`src/rtl/mem_pkg.sv`:
```
// Shared types and constants for the 6502/DMA single-port RAM arbiter.
package mem_pkg;

  localparam int RAM_DW = 8;
  localparam int BCNT_W = 4;

  typedef enum logic {
    CORE = 1'b0,
    DMA  = 1'b1
  } arb_state_t;

  typedef enum logic [1:0] {
    TAG_NONE = 2'd0,
    TAG_CORE = 2'd1,
    TAG_DMA  = 2'd2
  } rd_tag_t;

  // Classify the access issued this cycle so its read data can be routed next cycle.
  function automatic rd_tag_t issue_tag(input logic grant_c, input logic c_en,
                                        input logic c_rw, input logic grant_d,
                                        input logic d_we);
    if (grant_d && !d_we)
      return TAG_DMA;
    else if (grant_c && c_en && c_rw)
      return TAG_CORE;
    else
      return TAG_NONE;
  endfunction

endpackage

```
`src/rtl/mem_arbiter_if.sv`:
```
// Bus bundle between the arbiter, the 6502 core, the DMA master and the block RAM.
interface mem_arbiter_if
  import mem_pkg::*;
#(
  parameter int ADDR_W = 10
);

  // core side
  logic              c_en;
  logic [15:0]       c_addr;
  logic [RAM_DW-1:0] c_wdata;
  logic              c_RW;
  logic              c_rdy;
  logic [RAM_DW-1:0] c_rdata;

  // DMA side
  logic              d_req;
  logic [ADDR_W-1:0] d_addr;
  logic [RAM_DW-1:0] d_wdata;
  logic              d_we;
  logic              d_gnt;
  logic              d_rvalid;
  logic [RAM_DW-1:0] d_rdata;

  // RAM side
  logic [ADDR_W-1:0] ram_addr;
  logic [RAM_DW-1:0] ram_wdata;
  logic              ram_we;
  logic [RAM_DW-1:0] ram_rdata;

  logic              wp_err;

  modport slave (
    input  c_en, c_addr, c_wdata, c_RW,
    output c_rdy, c_rdata,
    input  d_req, d_addr, d_wdata, d_we,
    output d_gnt, d_rvalid, d_rdata,
    output ram_addr, ram_wdata, ram_we,
    input  ram_rdata,
    output wp_err
  );

  modport master (
    output c_en, c_addr, c_wdata, c_RW,
    input  c_rdy, c_rdata,
    output d_req, d_addr, d_wdata, d_we,
    input  d_gnt, d_rvalid, d_rdata,
    input  ram_addr, ram_wdata, ram_we,
    output ram_rdata,
    input  wp_err
  );

endinterface

```
`src/rtl/arb_burst_ctr.sv`:
```
// Saturating count of consecutive DMA grants; at_max tells the arbiter a core slot is owed.
module arb_burst_ctr
  import mem_pkg::*;
#(
  parameter int MAX = 4
) (
  input  logic i_clk,
  input  logic i_rst,
  input  logic i_clr,
  input  logic i_inc,
  output logic o_at_max
);

  logic [BCNT_W-1:0] r_cnt;
  logic              w_at_max;

  assign w_at_max = (r_cnt == BCNT_W'(MAX));
  assign o_at_max = w_at_max;

  // NOTE: sequential state uses non-blocking assignments so every flop samples pre-edge values.
  always_ff @(posedge i_clk) begin
    if (i_rst)
      r_cnt <= '0;
    else if (i_clr)
      r_cnt <= '0;
    else if (i_inc && !w_at_max)
      r_cnt <= r_cnt + BCNT_W'(1);
  end

endmodule

```
`src/rtl/mem_arbiter.sv`:
```
// Single-port RAM arbiter: core vs DMA with burst-limited DMA ownership.
// Optional write protection of the core's upper region is enabled by MEM_ARB_WP_EN.
module mem_arbiter
  import mem_pkg::*;
#(
  parameter int          ADDR_W    = 10,
  parameter int          MAX_BURST = 4,
  parameter logic [15:0] WP_BASE   = 16'h0300
) (
  input  logic          i_clk,
  input  logic          i_rst,
  mem_arbiter_if.slave  bus
);

  arb_state_t r_state;
  arb_state_t w_next_state;
  rd_tag_t    r_tag;
  rd_tag_t    w_next_tag;

  logic [RAM_DW-1:0] r_c_rdata;

  logic w_grant_c;
  logic w_grant_d;
  logic w_bcnt_clr;
  logic w_bcnt_inc;
  logic w_at_max;
  logic w_core_wr;
  logic w_wp_hit;

  arb_burst_ctr #(
    .MAX (MAX_BURST)
  ) u_burst_ctr (
    .i_clk    (i_clk),
    .i_rst    (i_rst),
    .i_clr    (w_bcnt_clr),
    .i_inc    (w_bcnt_inc),
    .o_at_max (w_at_max)
  );

  // NOTE: every combinational output gets a default first so no path leaves a latch behind.
  always_comb begin
    w_next_state = r_state;
    w_grant_c    = 1'b0;
    w_grant_d    = 1'b0;
    w_bcnt_clr   = 1'b0;
    w_bcnt_inc   = 1'b0;

    if (i_rst) begin
      // Hold the bus in its idle, core-owned shape while reset is asserted.
      w_grant_c = 1'b1;
    end else begin
      unique case (r_state)
        CORE: begin
          if (bus.d_req) begin
            w_next_state = DMA;
            w_grant_d    = 1'b1;
            w_bcnt_inc   = 1'b1;
          end else begin
            w_grant_c = 1'b1;
          end
        end
        DMA: begin
          if (!bus.d_req) begin
            w_next_state = CORE;
            w_bcnt_clr   = 1'b1;
            w_grant_c    = 1'b1;
          end else if (!w_at_max) begin
            w_grant_d  = 1'b1;
            w_bcnt_inc = 1'b1;
          end else if (bus.c_en) begin
            // Forced core slot: the core gets one access, DMA keeps ownership.
            w_grant_c  = 1'b1;
            w_bcnt_clr = 1'b1;
          end else begin
            w_grant_d = 1'b1;
          end
        end
        default: w_next_state = CORE;
      endcase
    end
  end

  assign w_core_wr = w_grant_c & bus.c_en & ~bus.c_RW & ~i_rst;

`ifdef MEM_ARB_WP_EN
  logic r_wp_err;

  assign w_wp_hit = w_core_wr & (bus.c_addr >= WP_BASE);

  always_ff @(posedge i_clk) begin
    if (i_rst)
      r_wp_err <= 1'b0;
    else if (w_wp_hit)
      r_wp_err <= 1'b1;
  end

  assign bus.wp_err = r_wp_err;
`else
  logic w_unused_hi;

  // Upper core address bits only matter for the protection compare.
  assign w_unused_hi = ^bus.c_addr[15:ADDR_W];
  assign w_wp_hit    = 1'b0;
  assign bus.wp_err  = 1'b0;
`endif

  always_comb begin
    bus.ram_addr  = bus.c_addr[ADDR_W-1:0];
    bus.ram_wdata = bus.c_wdata;
    bus.ram_we    = w_core_wr & ~w_wp_hit;
    if (w_grant_d) begin
      bus.ram_addr  = bus.d_addr;
      bus.ram_wdata = bus.d_wdata;
      bus.ram_we    = bus.d_we;
    end
  end

  assign w_next_tag = issue_tag(w_grant_c, bus.c_en, bus.c_RW, w_grant_d, bus.d_we);

  always_ff @(posedge i_clk) begin
    if (i_rst) begin
      r_state   <= CORE;
      r_tag     <= TAG_NONE;
      r_c_rdata <= '0;
    end else begin
      r_state <= w_next_state;
      r_tag   <= w_next_tag;
      if (r_tag == TAG_CORE)
        r_c_rdata <= bus.ram_rdata;
    end
  end

  assign bus.c_rdy    = w_grant_c;
  assign bus.d_gnt    = w_grant_d;
  assign bus.d_rvalid = (r_tag == TAG_DMA) & ~i_rst;
  assign bus.d_rdata  = bus.ram_rdata;

  // Fresh read data passes straight through on the return cycle, then the copy holds it.
  assign bus.c_rdata  = ((r_tag == TAG_CORE) && !i_rst) ? bus.ram_rdata : r_c_rdata;

endmodule

```
`src/flat_wrapper.sv`:
```
// flat-port wrapper written by rule: the top's interface ports become plain ports
module mem_arbiter_flat import mem_pkg::*;
#(
  parameter int          ADDR_W    = 10,
  parameter int          MAX_BURST = 4,
  parameter logic [15:0] WP_BASE   = 16'h0300
)
  (i_clk, i_rst, bus_c_en, bus_c_addr, bus_c_wdata, bus_c_RW, bus_c_rdy, bus_c_rdata, bus_d_req, bus_d_addr, bus_d_wdata, bus_d_we, bus_d_gnt, bus_d_rvalid, bus_d_rdata, bus_ram_addr, bus_ram_wdata, bus_ram_we, bus_ram_rdata, bus_wp_err);
  mem_arbiter_if #(.ADDR_W(ADDR_W)) bus_i ();
  input  logic i_clk;
  input  logic i_rst;
  input wire logic [$bits(bus_i.c_en)-1:0] bus_c_en;
  input wire logic [$bits(bus_i.c_addr)-1:0] bus_c_addr;
  input wire logic [$bits(bus_i.c_wdata)-1:0] bus_c_wdata;
  input wire logic [$bits(bus_i.c_RW)-1:0] bus_c_RW;
  output wire logic [$bits(bus_i.c_rdy)-1:0] bus_c_rdy;
  output wire logic [$bits(bus_i.c_rdata)-1:0] bus_c_rdata;
  input wire logic [$bits(bus_i.d_req)-1:0] bus_d_req;
  input wire logic [$bits(bus_i.d_addr)-1:0] bus_d_addr;
  input wire logic [$bits(bus_i.d_wdata)-1:0] bus_d_wdata;
  input wire logic [$bits(bus_i.d_we)-1:0] bus_d_we;
  output wire logic [$bits(bus_i.d_gnt)-1:0] bus_d_gnt;
  output wire logic [$bits(bus_i.d_rvalid)-1:0] bus_d_rvalid;
  output wire logic [$bits(bus_i.d_rdata)-1:0] bus_d_rdata;
  output wire logic [$bits(bus_i.ram_addr)-1:0] bus_ram_addr;
  output wire logic [$bits(bus_i.ram_wdata)-1:0] bus_ram_wdata;
  output wire logic [$bits(bus_i.ram_we)-1:0] bus_ram_we;
  input wire logic [$bits(bus_i.ram_rdata)-1:0] bus_ram_rdata;
  output wire logic [$bits(bus_i.wp_err)-1:0] bus_wp_err;
  assign bus_i.c_en = bus_c_en;
  assign bus_i.c_addr = bus_c_addr;
  assign bus_i.c_wdata = bus_c_wdata;
  assign bus_i.c_RW = bus_c_RW;
  assign bus_c_rdy = bus_i.c_rdy;
  assign bus_c_rdata = bus_i.c_rdata;
  assign bus_i.d_req = bus_d_req;
  assign bus_i.d_addr = bus_d_addr;
  assign bus_i.d_wdata = bus_d_wdata;
  assign bus_i.d_we = bus_d_we;
  assign bus_d_gnt = bus_i.d_gnt;
  assign bus_d_rvalid = bus_i.d_rvalid;
  assign bus_d_rdata = bus_i.d_rdata;
  assign bus_ram_addr = bus_i.ram_addr;
  assign bus_ram_wdata = bus_i.ram_wdata;
  assign bus_ram_we = bus_i.ram_we;
  assign bus_i.ram_rdata = bus_ram_rdata;
  assign bus_wp_err = bus_i.wp_err;
  mem_arbiter #(.ADDR_W(ADDR_W), .MAX_BURST(MAX_BURST), .WP_BASE(WP_BASE)) u_core (.i_clk(i_clk), .i_rst(i_rst), .bus(bus_i));
endmodule
```
`config.mk`:
```
export PLATFORM = sky130hd
export DESIGN_NAME = mem_arbiter_flat
export DESIGN_NICKNAME = d
export VERILOG_FILES = /design/src/rtl/mem_pkg.sv /design/src/rtl/mem_arbiter_if.sv /design/src/rtl/arb_burst_ctr.sv /design/src/rtl/mem_arbiter.sv /design/src/flat_wrapper.sv
export SDC_FILE = /design/constraint.sdc
export NUM_CORES = 1
export LEC_CHECK = 0
export ABC_AREA = 1
export BUFFER_PORTS_ARGS = -buffer_cell sky130_fd_sc_hd__buf_2
export CORE_MARGIN = 1.5
export CORE_UTILIZATION = 38
export DETAILED_ROUTE_END_ITERATION = 8
export PLACE_DENSITY_LB_ADDON = 0.2
export RECOVER_POWER = 50
export SYNTH_ARGS = -nofsm -noshare
export SYNTH_HDL_FRONTEND = slang
export SYNTH_HIERARCHICAL = 1
export SYNTH_SLANG_ARGS = --single-unit
```
`constraint.sdc`:
```
create_clock -name i_clk -period 1.81 [get_ports i_clk]
set_input_delay 0.0905 -clock i_clk [delete_from_list [all_inputs] [get_ports i_clk]]
set_output_delay 0.0905 -clock i_clk [all_outputs]
set_load 0.01 [all_outputs]
```
## Word level (Yosys, flattened, before mapping)

Cells that the tools add are included.

| word-level totals | value |
|---|---|
| bits in registers | 15 |
| bits of input ports | 56 |
| output and inout port bits | 39 |
| logic and storage cells | 50 |

| cells by class | value |
|---|---|
| add/subtract/negate cells | 1 |
| equal/unequal tests | 3 |
| multiplexer cells | 24 |
| bitwise operators | 7 |
| reduce and logical (&&, ||, !) cells | 10 |

Operators with widths:

| kind | count |
|---|---|
| 2-to-1 mux 1 bit | 17 |
| 2-to-1 mux 8 bit | 2 |
| 2-to-1 mux 10 bit | 1 |
| one-hot mux 1 bit (2 select lines) | 3 |
| logical AND 1 bit | 5 |
| adder 4 x 1 -> 4 bit, second input constant | 1 |
| bitwise AND 1 bit | 4 |
| equality test 4 x 3 -> 1 bit, second input constant | 1 |
| OR reduction 2 bit | 2 |
| zero test 1 bit | 3 |
| NOT 1 bit | 3 |
| equality test 2 x 1 -> 1 bit, second input constant | 1 |
| equality test 2 bit, second input constant | 1 |
| 2-to-1 mux 2 bit | 1 |

## Longest topological paths before layout

Gate-level depths: netlist (run 1).

| depth | value |
|---|---|
| word-level depth | 9 |
| depth in mapped cells | 11 |
| mapped depth without buffers | 11 |

## Cells and area by module

The synthesis (run 1) kept the hierarchy.

By module, submodules not included:

| module | instances | cells each | area an instance (um^2) | sequential area each (um^2) |
|---|---|---|---|---|
| mem_arbiter | 1 | 147 | 847.1 | 220.2 |
| arb_burst_ctr | 1 | 36 | 242.7 | 80.1 |

## Worst setup path after synthesis (run 1)

Ideal clock, no wire load.

| timing path | value |
|---|---|
| path kind | register -> register |
| start point | register u_core.u_burst_ctr.r_cnt[0] |
| end point | register u_core.u_burst_ctr.r_cnt[0] |
| setup time | 0.064 ns |
| arrival | 1.488 ns |
| required time | 1.746 ns |
| path slack | 0.258 ns |
| cell stages (with the launch flop) | 11 |
| path buffers | 1 |
| clock period less this slack | 1.552 ns |
| path through | dfxtp_1 -> inv_1 -> ha_1 -> nand3_2 -> inv_1 -> nand3_1 -> buf_2 -> a21oi_1 -> nor2_1 -> o21ai_0 -> nor2_1 |

| between the ends | value |
|---|---|
| cells in the longest elaborated chain, start to end | 6 |
| elaborated cells on any way between the ends | 13 |
| classes of those cells | add/sub (1); eq/ne (1); mux (8); reduce/logical (3) |

Ends and longest elaborated chain:

| element | line | RTL |
|---|---|---|
| start: declaration | arb_burst_ctr.sv:14 | `logic [BCNT_W-1:0] r_cnt;` |
| start signal: assignment | arb_burst_ctr.sv:27 | `r_cnt <= r_cnt + BCNT_W'(1);` |
| equality test 4 x 3 -> 1 bit | arb_burst_ctr.sv:17 | `assign w_at_max = (r_cnt == BCNT_W'(MAX));` |
| named net u_core.w_at_max | mem_arbiter.sv:26 | `logic w_at_max;` |
| 2-to-1 mux 1 bit | mem_arbiter.sv:67 | `end else if (!w_at_max) begin` |
| 2-to-1 mux 1 bit | mem_arbiter.sv:63 | `if (!bus.d_req) begin` |
| 2-to-1 mux 1 bit | mem_arbiter.sv:52 | `unique case (r_state)` |
| 2-to-1 mux 1 bit | mem_arbiter.sv:48 | `if (i_rst) begin` |
| named net u_core.w_bcnt_clr | mem_arbiter.sv:24 | `logic w_bcnt_clr;` |
| OR reduction 2 bit (no source line) | n/a |  |

The timed path passes the listed nets, and every way through them passes these cells.
A chain may end at the register's enable or synchronous reset.

## Worst setup path after layout (run 1)

| timing path | value |
|---|---|
| start point | register u_core.u_burst_ctr.r_cnt[0] |
| end point | output bus_ram_addr[8] |

| between the ends | value |
|---|---|
| cells in the longest elaborated chain, start to end | 6 |

Ends and longest elaborated chain:

| element | line | RTL |
|---|---|---|
| equality test 4 x 3 -> 1 bit | arb_burst_ctr.sv:17 |  |
| named net u_core.w_at_max | mem_arbiter.sv:26 |  |
| 2-to-1 mux 1 bit | mem_arbiter.sv:67 |  |
| 2-to-1 mux 1 bit | mem_arbiter.sv:63 |  |
| one-hot mux 1 bit (2 select lines) | mem_arbiter.sv:52 |  |
| 2-to-1 mux 1 bit | mem_arbiter.sv:48 |  |
| 2-to-1 mux 10 bit | mem_arbiter.sv:111 | `if (w_grant_d) begin` |
| end: declaration | flat_wrapper.sv:25 | `output wire logic [$bits(bus_i.ram_addr)-1:0] bus_ram_addr;` |

The timed path passes the listed nets, and every way through them passes these cells.

==> impl_metrics.csv, run 1 <==
group,metric,value,unit
status,status,"completed",
place,io_buffers,87,
sta,min_period,1.72,ns
detailed_routing,via_per_inst,4.52,
synth,yosysWarnings,6,
detailed_routing,drt_wl_total,2.91,mm
worst_setup_path,crit_path_frequent_cell,"nand3_4",
place,place.gp.congestion,0.783,
die,rows,19,
grt,grt_overflow,0,
cells_and_area,stdcell_area,1570,um2
grt,grt_max_degree,22,
cells_and_area,seqCellArea,303,um2
cells_and_area,n_antenna_cell,0,
die,die_w,56.6,um
sta,tightest_slew,0.594,ns
clock_tree,clock_latency,0.27,ns
synth,syn-instance-count,183,
clock_tree,cts_buffers,3,
cells_and_area,nFillCells,293,
sta,fmax,0.580,GHz
sta,drv_slew,0,
clock_tree,cts_tree,"yes",
detailed_routing,met3_length,196,um
sta,final_critical_path_setup_slack,0.0854,ns
die,chipHeight,56.6,um
sta,fin_skew,0.00194,ns
hold_path,hp-class,"in2reg",
detailed_routing,drtAntennaViolNets,0,
synth,synth_area_leader_cell,"nand2_1",
detailed_routing,wl_met2,1.48,mm
synth,seq_area_frac_synth,0.276,
worst_setup_path,cp.buffers_inverters,4,
detailed_routing,wl_met1,1.21,mm
worst_setup_path,crit_type,"reg2out",
detailed_routing,drtIter0Drc,41,
clock_tree,clock_path_buffers,2,
grt,antenna_found_initial,0,
grt,grt_use_total,0.167,
power_and_ir_drop,leakagePower,0.935,nW
grt,grt_pass1_vias,1129,
synth,yosysUniqueCellTypes,22,
place,place_ws,0.193,ns
worst_setup_path,cp.arrival,1.63,ns
detailed_routing,vias,1338,
clock_tree,cts_root_buf,"clkbuf_4",
cells_and_area,num-nets-final,324,
synth,ys_ff_latch,15,
grt,grt_pass1_wl,4.37,mm
worst_setup_path,crit_path_max_fanout,6,
die,coreArea,2730,um2
synth,synth_top_area_share,0.310,
sta,hold_viol_final,0,
detailed_routing,top_layer,"met4",
synth,netlist_area,1090,um2
cells_and_area,multi_input_area,679,um2
worst_setup_path,critPathLaunchType,"register",
cells_and_area,syn2layout_area_growth,44.1,%
synth,yosysMostFrequentCell,"nand2_1",
synth,synthTopCellsByArea,"nand2_1, dfxtp_1, nand3_1",
sta,fin_crit_sh,0.953,
clock_tree,clk_pin_slew,0.09,ns
power_and_ir_drop,powerDensity,496,nW/um2
worst_setup_path,worst_setup_path_end_kind,"output pin",
synth,synth_edf_count,0,
cells_and_area,layout-drive-gt1-share,0.385,
synth,synthTopCellsByCount,"nand2_1, nand3_1, dfxtp_1",
synth,synth_ff_type,"dfxtp_1",
place,place_area,1460,um2
clock_tree,htreeDepth,1,
worst_setup_path,path_delay_family,"buffers and inverters",
sta,slew_headroom,0.603,
worst_setup_path,cp_data_required_time,1.72,ns
synth,syn_nets,241,
synth,syn-mean-instance-area,5.96,um2
die,die_area,3200,um2
worst_setup_path,cp_slowest_stage_delay,0.34,ns
clock_tree,cts.sinks,15,
worst_setup_path,cpMaxStageDelayCell,"dfxtp_2",
power_and_ir_drop,finalPower,779,uW
synth,async_flop_share,0,
place,hpwl,2.14,mm
sta,setup_viol,0,
worst_setup_path,crit_chain,"inv_2 > ha_4 > nand3_4 > inv_4 > nand3_4 > buf_4 > nand3_1 > nand2_1 > buf_2",
detailed_routing,firstDrtPassIters,4,
die,start_util,0.399,
detailed_routing,wire_per_inst,9.82,um
detailed_routing,drc,0,
run,maxCapViolations,0,
power_and_ir_drop,peakVddDrop,0.425,mV
die,boundaryPins,95,
-- layout make-up --
| class | instances | share of cell area |
|---|---|---|
| multi-input combinational | 141 | 0.433 |
| inverter | 13 | 0.0327 |
| sequential | 15 | 0.193 |
| tap | 31 | 0.0247 |
| clock buffer | 4 | 0.0167 |
| timing repair buffer | 92 | 0.300 |
-- metal layers --
layer	vias up	global-route usage
met1	566	0.192
met2	53	0.312
li1	717	-
met3	2	0.0184
met4	0	0.0612
met5	-	0
-- per-stage QoR --
| step | TNS [ns] | cells | utilization | hold WS [ns] |
|---|---|---|---|---|
| 2_1_floorplan | 0 | 183 | - | 0.163 |
| 3_3_place_gp | 0 | 287 | 0.533 | 0.272 |
| 3_5_place_dp | 0 | 287 | 0.533 | 0.283 |
| 4_1_cts | 0 | 293 | 0.560 | 0.0268 |
| 5_1_grt | -0.240 | 296 | 0.574 | 0.0341 |
| 6_report | 0 | 296 | 0.574 | 0.0395 |
-- registers in the layout, summed over array words and instances (netlist names) --
register	cells
u_core/r_c_rdata	8
u_core/r_state	1
u_core/r_tag	2
u_core/u_burst_ctr/r_cnt	4
-- cell usage in the layout (no fill, tap or decap), types with 3 or more instances in the layout --
| master | instances |
|---|---|
| nand3_1 | 22 |
| clkbuf_1 | 10 |
| dfxtp_1 | 13 |
| nor2_1 | 12 |
| nand2_1 | 90 |
| buf_2 | 78 |
| clkbuf_4 | 3 |
| inv_1 | 9 |
| inv_2 | 3 |
-- tightest hold or removal path, stage by stage --
cell and delay [ns]:
buf_2 0.08, nand2_1 0.06, nand2_1 0.06
-- logic make-up (layout without fill, tap and decap cells) --
kind of cell    Yosys count  after routing  share of synthesized area
compound gates            4              4                     0.0241
fa+ha+maj                 2              2                     0.0230
buf+inv                  28            109                      0.149
flops                    15             15                      0.276
other cells               1              1                    0.00344
simple gates            133            134                      0.525
-- report_power, final --
part | switching [mW] | total, mW | internal, mW
clock | 0.101 | 0.187 | 0.0853
sequential | 0.00869 | 0.350 | 0.342
combinational | 0.132 | 0.242 | 0.110
total | 0.242 | 0.779 | 0.537
-- worst paths after layout --
| path | cells after the start | end | slack, ns | startpoint |
|---|---|---|---|---|
| setup / recovery | 9 | bus_ram_addr[8] | 0.09 | u_core/u_burst_ctr/r_cnt[0] |
| hold / removal | 3 | u_core/r_c_rdata[4] | 0.04 | bus_ram_rdata[4] |
| setup reg to reg | 9 | u_core/u_burst_ctr/r_cnt[2] | 0.24 | u_core/u_burst_ctr/r_cnt[0] |
| hold reg to reg | 2 | u_core/r_c_rdata[0] | 0.45 | u_core/r_c_rdata[0] |
-- repair_timing --
action                                  in CTS  in global routing
hold buffers                                 1                  0
pin swaps                                    0                  2
gates cloned                                 1                  2
endpoints found under the setup margin      19                 19
hold endpoints to repair                     1                  0
buffers inserted                             0                  1
gates resized for setup                      6                 10
No activity file was read; power rests on OpenSTA's default activity.
==> run 2: changes to the inputs <==
--- a/config.mk
+++ b/config.mk
@@ -5,7 +5,6 @@
 export SDC_FILE = /design/constraint.sdc
 export NUM_CORES = 1
 export LEC_CHECK = 0
-export ABC_AREA = 1
 export BUFFER_PORTS_ARGS = -buffer_cell sky130_fd_sc_hd__buf_2
 export CORE_MARGIN = 1.5
 export CORE_UTILIZATION = 38
==> run 2 against run 1 <==
  * Global-route usage rose by 5.0 points
  * Highest routed layer unchanged
  * Final area up 20%
  * Clock power grew 9%
  * Cell count shrank 16%
  * Non-clock buffer count is 16 higher
  * Sequential share of layout area is 3.2 points lower
  * Sequential cell count unchanged
  * The run now ends with negative setup slack left
  * Via count decreased by 6.4%
  * Clock-buffer cell count is 1 lower
  * Synthesized area increased by 3.6%
  * Core utilization is 10 points higher
==> impl_metrics.csv, run 2 <==
group,metric,value,unit
sta,hold_viol_final,0,
synth,ys_ff_latch,15,
worst_setup_path,cp.arrival,1.95,ns
sta,fin_crit_sh,1.13,
cells_and_area,num-nets-final,277,
detailed_routing,drtIter0Drc,36,
place,hpwl,2.19,mm
sta,drv_slew,0,
place,place.gp.congestion,0.779,
synth,synth_ff_type,"dfxtp_1",
synth,synthTopCellsByCount,"nand2_1, mux2_4, dfxtp_1",
worst_setup_path,critPathLaunchType,"register",
synth,seq_area_frac_synth,0.266,
sta,setup_viol,24,
grt,grt_busiest_layer,"met2",
synth,syn-mean-instance-area,9.40,um2
synth,yosysWarnings,6,
grt,antenna_found_initial,0,
detailed_routing,drt_wl_total,3.69,mm
sta,rsz0062_at_grt,"true",
cells_and_area,regMostFlops,"u_core/r_c_rdata",
detailed_routing,wire_per_inst,14.8,um
status,status,"complete, but fails checks",
run,maxCapViolations,0,
synth,synthTopCellsByArea,"dfxtp_1, mux2_4, mux2_2",
hold_path,hp-class,"in2reg",
clock_tree,cts_buffers,3,
clock_tree,clk_pin_slew,0.10,ns
synth,syn_nets,178,
worst_setup_path,worst_setup_path_end_kind,"output pin",
detailed_routing,firstDrtPassIters,4,
power_and_ir_drop,peakVddDrop,0.553,mV
die,die_area,3310,um2
clock_tree,cts_root_buf,"clkbuf_4",
power_and_ir_drop,leakagePower,0.959,nW
die,coreArea,2780,um2
sta,worst_hold_slack,0.0204,ns
cells_and_area,final_common_cell,"buf_2",
place,placed_cells,229,
synth,synth_top_area_share,0.266,
synth,netlist_area,1130,um2
sta,slew_headroom,0.630,
grt,met3_usage,0.0567,
synth,synth_edf_count,0,
sta,tightest_slew,0.555,ns
clock_tree,clock_path_buffers,2,
die,rows,19,
detailed_routing,vias,1253,
cells_and_area,final_cells,249,
synth,yosysMostFrequentCell,"nand2_1",
grt,use_met1,0.238,
grt,grt_use_total,0.217,
cells_and_area,largest_register_ffs,8,
sta,fin_skew,0.0113,ns
grt,grt_pass1_wl,5.57,mm
detailed_routing,drc,0,
die,chipHeight,57.5,um
cells_and_area,layout-drive-gt1-share,0.674,
clock_tree,cts.sinks,15,
worst_setup_path,crit_path_max_fanout,2,
sta,fin_tns_setup,-3.05,ns
cells_and_area,layout_common_cells,"buf_2, buf_6, mux2_4, nand2_1, buf_4",
synth,async_flop_share,0,
synth,synth_area_leader_cell,"dfxtp_1",
clock_tree,cts_tree,"yes",
grt,grt_overflow,0,
sta,final_critical_path_setup_slack,-0.235,ns
clock_tree,htreeDepth,1,
synth,yosysUniqueCellTypes,32,
worst_setup_path,cp_data_required_time,1.72,ns
grt,grt_use_met2,0.416,
cells_and_area,top_regs,"u_core/r_c_rdata x8, u_core/u_burst_ctr/r_cnt x4, u_core/r_tag x2",
cells_and_area,n_antenna_cell,0,
clock_tree,clock_latency,0.30,ns
place,io_buffers,87,
worst_setup_path,crit_type,"reg2out",
grt,grt_pass1_vias,1242,
sta,fmax,0.489,GHz
power_and_ir_drop,powerDensity,469,nW/um2
die,die_w,57.5,um
sta,min_period,2.05,ns
grt,grt_max_degree,17,
die,start_util,0.406,
detailed_routing,drtAntennaViolNets,0,
die,boundaryPins,95,
detailed_routing,via_per_inst,5.03,
status,violations,"negative setup slack",
cells_and_area,syn2layout_area_growth,67.3,%
synth,syn-instance-count,120,
-- run 2: cell types whose count changed after synthesis, sizes merged, moves of 3 or more --
cell / change
nand2: -74
mux2: +26
nand3: -19
a21oi: +10
nor2: -10
inv: -8
a21boi: +3
-- run 2: repair_timing --
item | CTS | global route
buffers inserted | 16 | 2
hold buffers | 1 | 0
endpoints found under the setup margin | 21 | 25
resized for setup | 40 | 12
cloned | 2 | 0
pin swaps | 5 | 1
endpoints found under the hold margin | 1 | 0
-- run 2: critical path, stage by stage (launching register included) --
cell and delay, ns:
dfxtp_2 0.34, inv_2 0.07, ha_4 0.12, nand3b_1 0.12, inv_2 0.12, buf_4 0.12, a21boi_1 0.08, or3b_4 0.39
a21oi_2 0.14, buf_2 0.16
-- run 2: path summary, 6_finish.rpt --
| path | slack, ns | cells after the start | start | to |
|---|---|---|---|---|
| worst max-delay path | -0.24 | 9 | u_core/u_burst_ctr/r_cnt[0] | bus_ram_we |
| worst min-delay path | 0.02 | 3 | bus_c_RW | u_core/r_tag[0] |
| worst max register to register | -0.09 | 12 | u_core/u_burst_ctr/r_cnt[0] | u_core/u_burst_ctr/r_cnt[3] |
| worst min register to register | 0.46 | 2 | u_core/r_c_rdata[0] | u_core/r_c_rdata[0] |
-- run 2: cells by family (layout without fill, tap and decap cells) --
family | Yosys count | count (layout) | synth area share
multiplexers | 26 | 26 | 0.316
flip-flops | 15 | 15 | 0.266
adder cells (fa/ha/maj) | 2 | 2 | 0.0222
AO/OA/AOI/OAI | 18 | 18 | 0.0920
AND/OR/NAND/NOR | 39 | 39 | 0.193
buffers and inverters | 19 | 117 | 0.108
other | 1 | 1 | 0.00332
-- run 2: where the power goes --
part	total, mW	internal, mW	leakage, nW	switching, mW
clock network	0.203	0.0823	0.0177	0.121
registers	0.345	0.339	0.123	0.00641
logic	0.337	0.202	0.818	0.135
total	0.885	0.623	0.959	0.262
-- run 2: area by class of cell --
cell class,instances,area [um2]
clock inverters,1,5.00
inverters,5,18.8
well taps,31,38.8
flip-flops and latches,15,303
repair buffers,108,743
multi-input cells,86,757
fillers,229,893
clock buffers,3,22.5
-- run 2: stage by stage --
| step | cell area [um2] | utilization | worst slack (ns) | total power [mW] |
|---|---|---|---|---|
| floorplan | 1130 | - | 0.104 | 0.498 |
| global placement | 1550 | 0.557 | 0.0707 | 0.598 |
| detailed placement | 1550 | 0.557 | 0.0279 | 0.604 |
| CTS | 1920 | 0.692 | -0.218 | 0.891 |
| global route | 1890 | 0.679 | -0.298 | 0.929 |
| finish | 1890 | 0.679 | -0.235 | 0.885 |
-- run 2: per-layer routing --
layer | wire length [um] | part of all wire
met5 | 0 | 0
met4 | 78 | 0.021
met3 | 189 | 0.051
met2 | 2040 | 0.55
met1 | 1380 | 0.37
==> run 3: changes to the inputs <==
==> constraint.sdc (replaced) <==
create_clock -name i_clk -period 1.81 [get_ports i_clk]
set_input_delay 0.181 -clock i_clk [delete_from_list [all_inputs] [get_ports i_clk]]
set_output_delay 0.181 -clock i_clk [all_outputs]
set_load 0.01 [all_outputs]
==> run 3 against run 2 <==
  * The flow still finishes with violations (negative setup slack)
  * Setup slack got worse by 0.014 ns
  * Non-clock buffer count grew 3
  * Sequential cell count stayed put
  * Register-to-register slack better by 0.03 ns
  * Global-route usage decreased by 1.4 points
  * Critical path depth up 1
  * Power decreased by 2.2%
  * Via count fell by 2.0%
  * Final area is 1.3% higher
  * Critical path type unchanged
  * Die area unchanged
  * Sequential share of layout area down 0.20 points
==> impl_metrics.csv, run 3 (synthesized netlist as in run 2, its figures left out) <==
group,metric,value,unit
power_and_ir_drop,powerDensity,453,nW/um2
sta,min_period,2.06,ns
detailed_routing,drtIter0Drc,30,
sta,fin_crit_sh,1.14,
detailed_routing,wl_met1,1.26,mm
detailed_routing,top_layer,"met4",
place,hpwl,2.31,mm
hold_path,worstHoldPathCells,2,
die,chipHeight,57.5,um
sta,fmax,0.486,GHz
clock_tree,clk_pin_slew,0.09,ns
sta,drv_slew,0,
detailed_routing,drt_wl_total,3.51,mm
cells_and_area,layout-drive-gt1-share,0.683,
cells_and_area,final_cells,252,
place,io_buffers,87,
sta,rsz0062_at_grt,"true",
detailed_routing,drtAntennaViolNets,0,
detailed_routing,wire_per_inst,13.9,um
power_and_ir_drop,leakagePower,0.967,nW
die,start_util,0.406,
sta,slew_headroom,0.646,
clock_tree,cts.sinks,15,
worst_setup_path,crit_type,"reg2out",
cells_and_area,n_antenna_cell,0,
grt,grt_pass1_wl,5.15,mm
detailed_routing,wl_met2,2.00,mm
sta,setup_viol,23,
die,boundaryPins,95,
cells_and_area,top_regs,"u_core/r_c_rdata x8, u_core/u_burst_ctr/r_cnt x4, u_core/r_tag x2",
clock_tree,clock_latency,0.29,ns
die,rows,19,
worst_setup_path,cp_data_required_time,1.63,ns
cells_and_area,nFillCells,219,
place,place.gp.congestion,0.786,
worst_setup_path,worst_setup_path_end_kind,"output pin",
cells_and_area,final_core_util,0.687,
grt,antenna_found_initial,0,
grt,grt_max_degree,12,
sta,hold_viol_final,0,
clock_tree,cts_tree,"yes",
detailed_routing,vias,1228,
detailed_routing,via_per_inst,4.87,
detailed_routing,met3_length,204,um
status,violations,"negative setup slack",
worst_setup_path,crit_path_max_fanout,5,
clock_tree,clock_path_buffers,2,
status,status,"complete, but fails checks",
hold_path,hp-class,"in2reg",
grt,grt_pass1_vias,1180,
place,placed_cells,233,
sta,fin_skew,0.0112,ns
grt,grt_use_total,0.203,
grt,grt_overflow,0,
clock_tree,cts_buffers,3,
power_and_ir_drop,peakVddDrop,0.395,mV
detailed_routing,drc,0,
cells_and_area,syn2layout_area_growth,69.4,%
worst_setup_path,reg2regPathDepth,10,
worst_setup_path,critPathLaunchType,"register",
sta,final_critical_path_setup_slack,-0.249,ns
clock_tree,cts_root_buf,"clkbuf_4",
cells_and_area,largest_register_ffs,8,
detailed_routing,firstDrtPassIters,4,
sta,tightest_slew,0.530,ns
clock_tree,htreeDepth,1,
cells_and_area,regMostFlops,"u_core/r_c_rdata",
die,die_area,3310,um2
run,maxCapViolations,0,
cells_and_area,num-nets-final,280,
cells_and_area,layout_common_cells,"buf_2, buf_6, nand2_1",
cells_and_area,final_common_cell,"buf_2",
power_and_ir_drop,finalPower,865,uW
die,coreArea,2780,um2
worst_setup_path,cp.arrival,1.88,ns
die,die_w,57.5,um
[run 3: worst paths after layout]
| check | start | endpoint | slack [ns] |
|---|---|---|---|
| max reg2reg | u_core/u_burst_ctr/r_cnt[1] | u_core/u_burst_ctr/r_cnt[3] | -0.06 |
| min reg2reg | u_core/r_c_rdata[7] | u_core/r_c_rdata[7] | 0.46 |
| max | u_core/u_burst_ctr/r_cnt[1] | bus_ram_addr[9] | -0.25 |
| min | bus_d_we | u_core/r_tag[1] | 0.06 |
[run 3: area by class of cell]
class,instances,area [um2],share of cell area
repair buffers,111,758,0.397
well taps,31,38.8,0.0203
inverters,5,18.8,0.00982
flip-flops and latches,15,303,0.158
clock inverters,1,5.00,0.00262
clock buffers,3,22.5,0.0118
multi-input cells,86,766,0.401
[run 3: layer usage]
metal  vias to the layer above  GRT usage
li1                        606          -
met1                       569      0.203
met2                        49      0.399
met3                         4     0.0544
met4                         0     0.0598
met5                         -          0
[run 3: power by group]
part,internal [mW],total [mW],switching [mW]
Sequential,0.339,0.345,0.00673
Combinational,0.190,0.320,0.130
Clock,0.0823,0.200,0.118
[run 3: per-stage QoR]
stage,hold slack (ns),setup WS [ns],TNS [ns],area [um2]
detailed placement,0.365,0.0271,0,1580
global placement,0.361,0.0570,0,1580
finish,0.0621,-0.249,-4.15,1910
floorplan,0.253,0.104,0,1130
CTS,0.0518,-0.224,-3.80,1920
global route,0.0443,-0.333,-6.16,1910
[run 3: what timing repair did]
item	CTS	global route
endpoints found under the hold margin	0	0
hold buffers	0	0
cloned	1	0
pin swaps	5	4
buffers inserted	15	2
setup endpoints to repair	21	33
resized for setup	41	4
[run 3: critical path: stages, from the launching register on]
cell      delay [ns]
dfxtp_2         0.33
inv_2           0.07
ha_4            0.13
nand3b_1        0.10
inv_2           0.11
nand3_4         0.09
nand2_4         0.11
buf_4           0.12
buf_12          0.11
mux2_4          0.30
buf_6           0.12
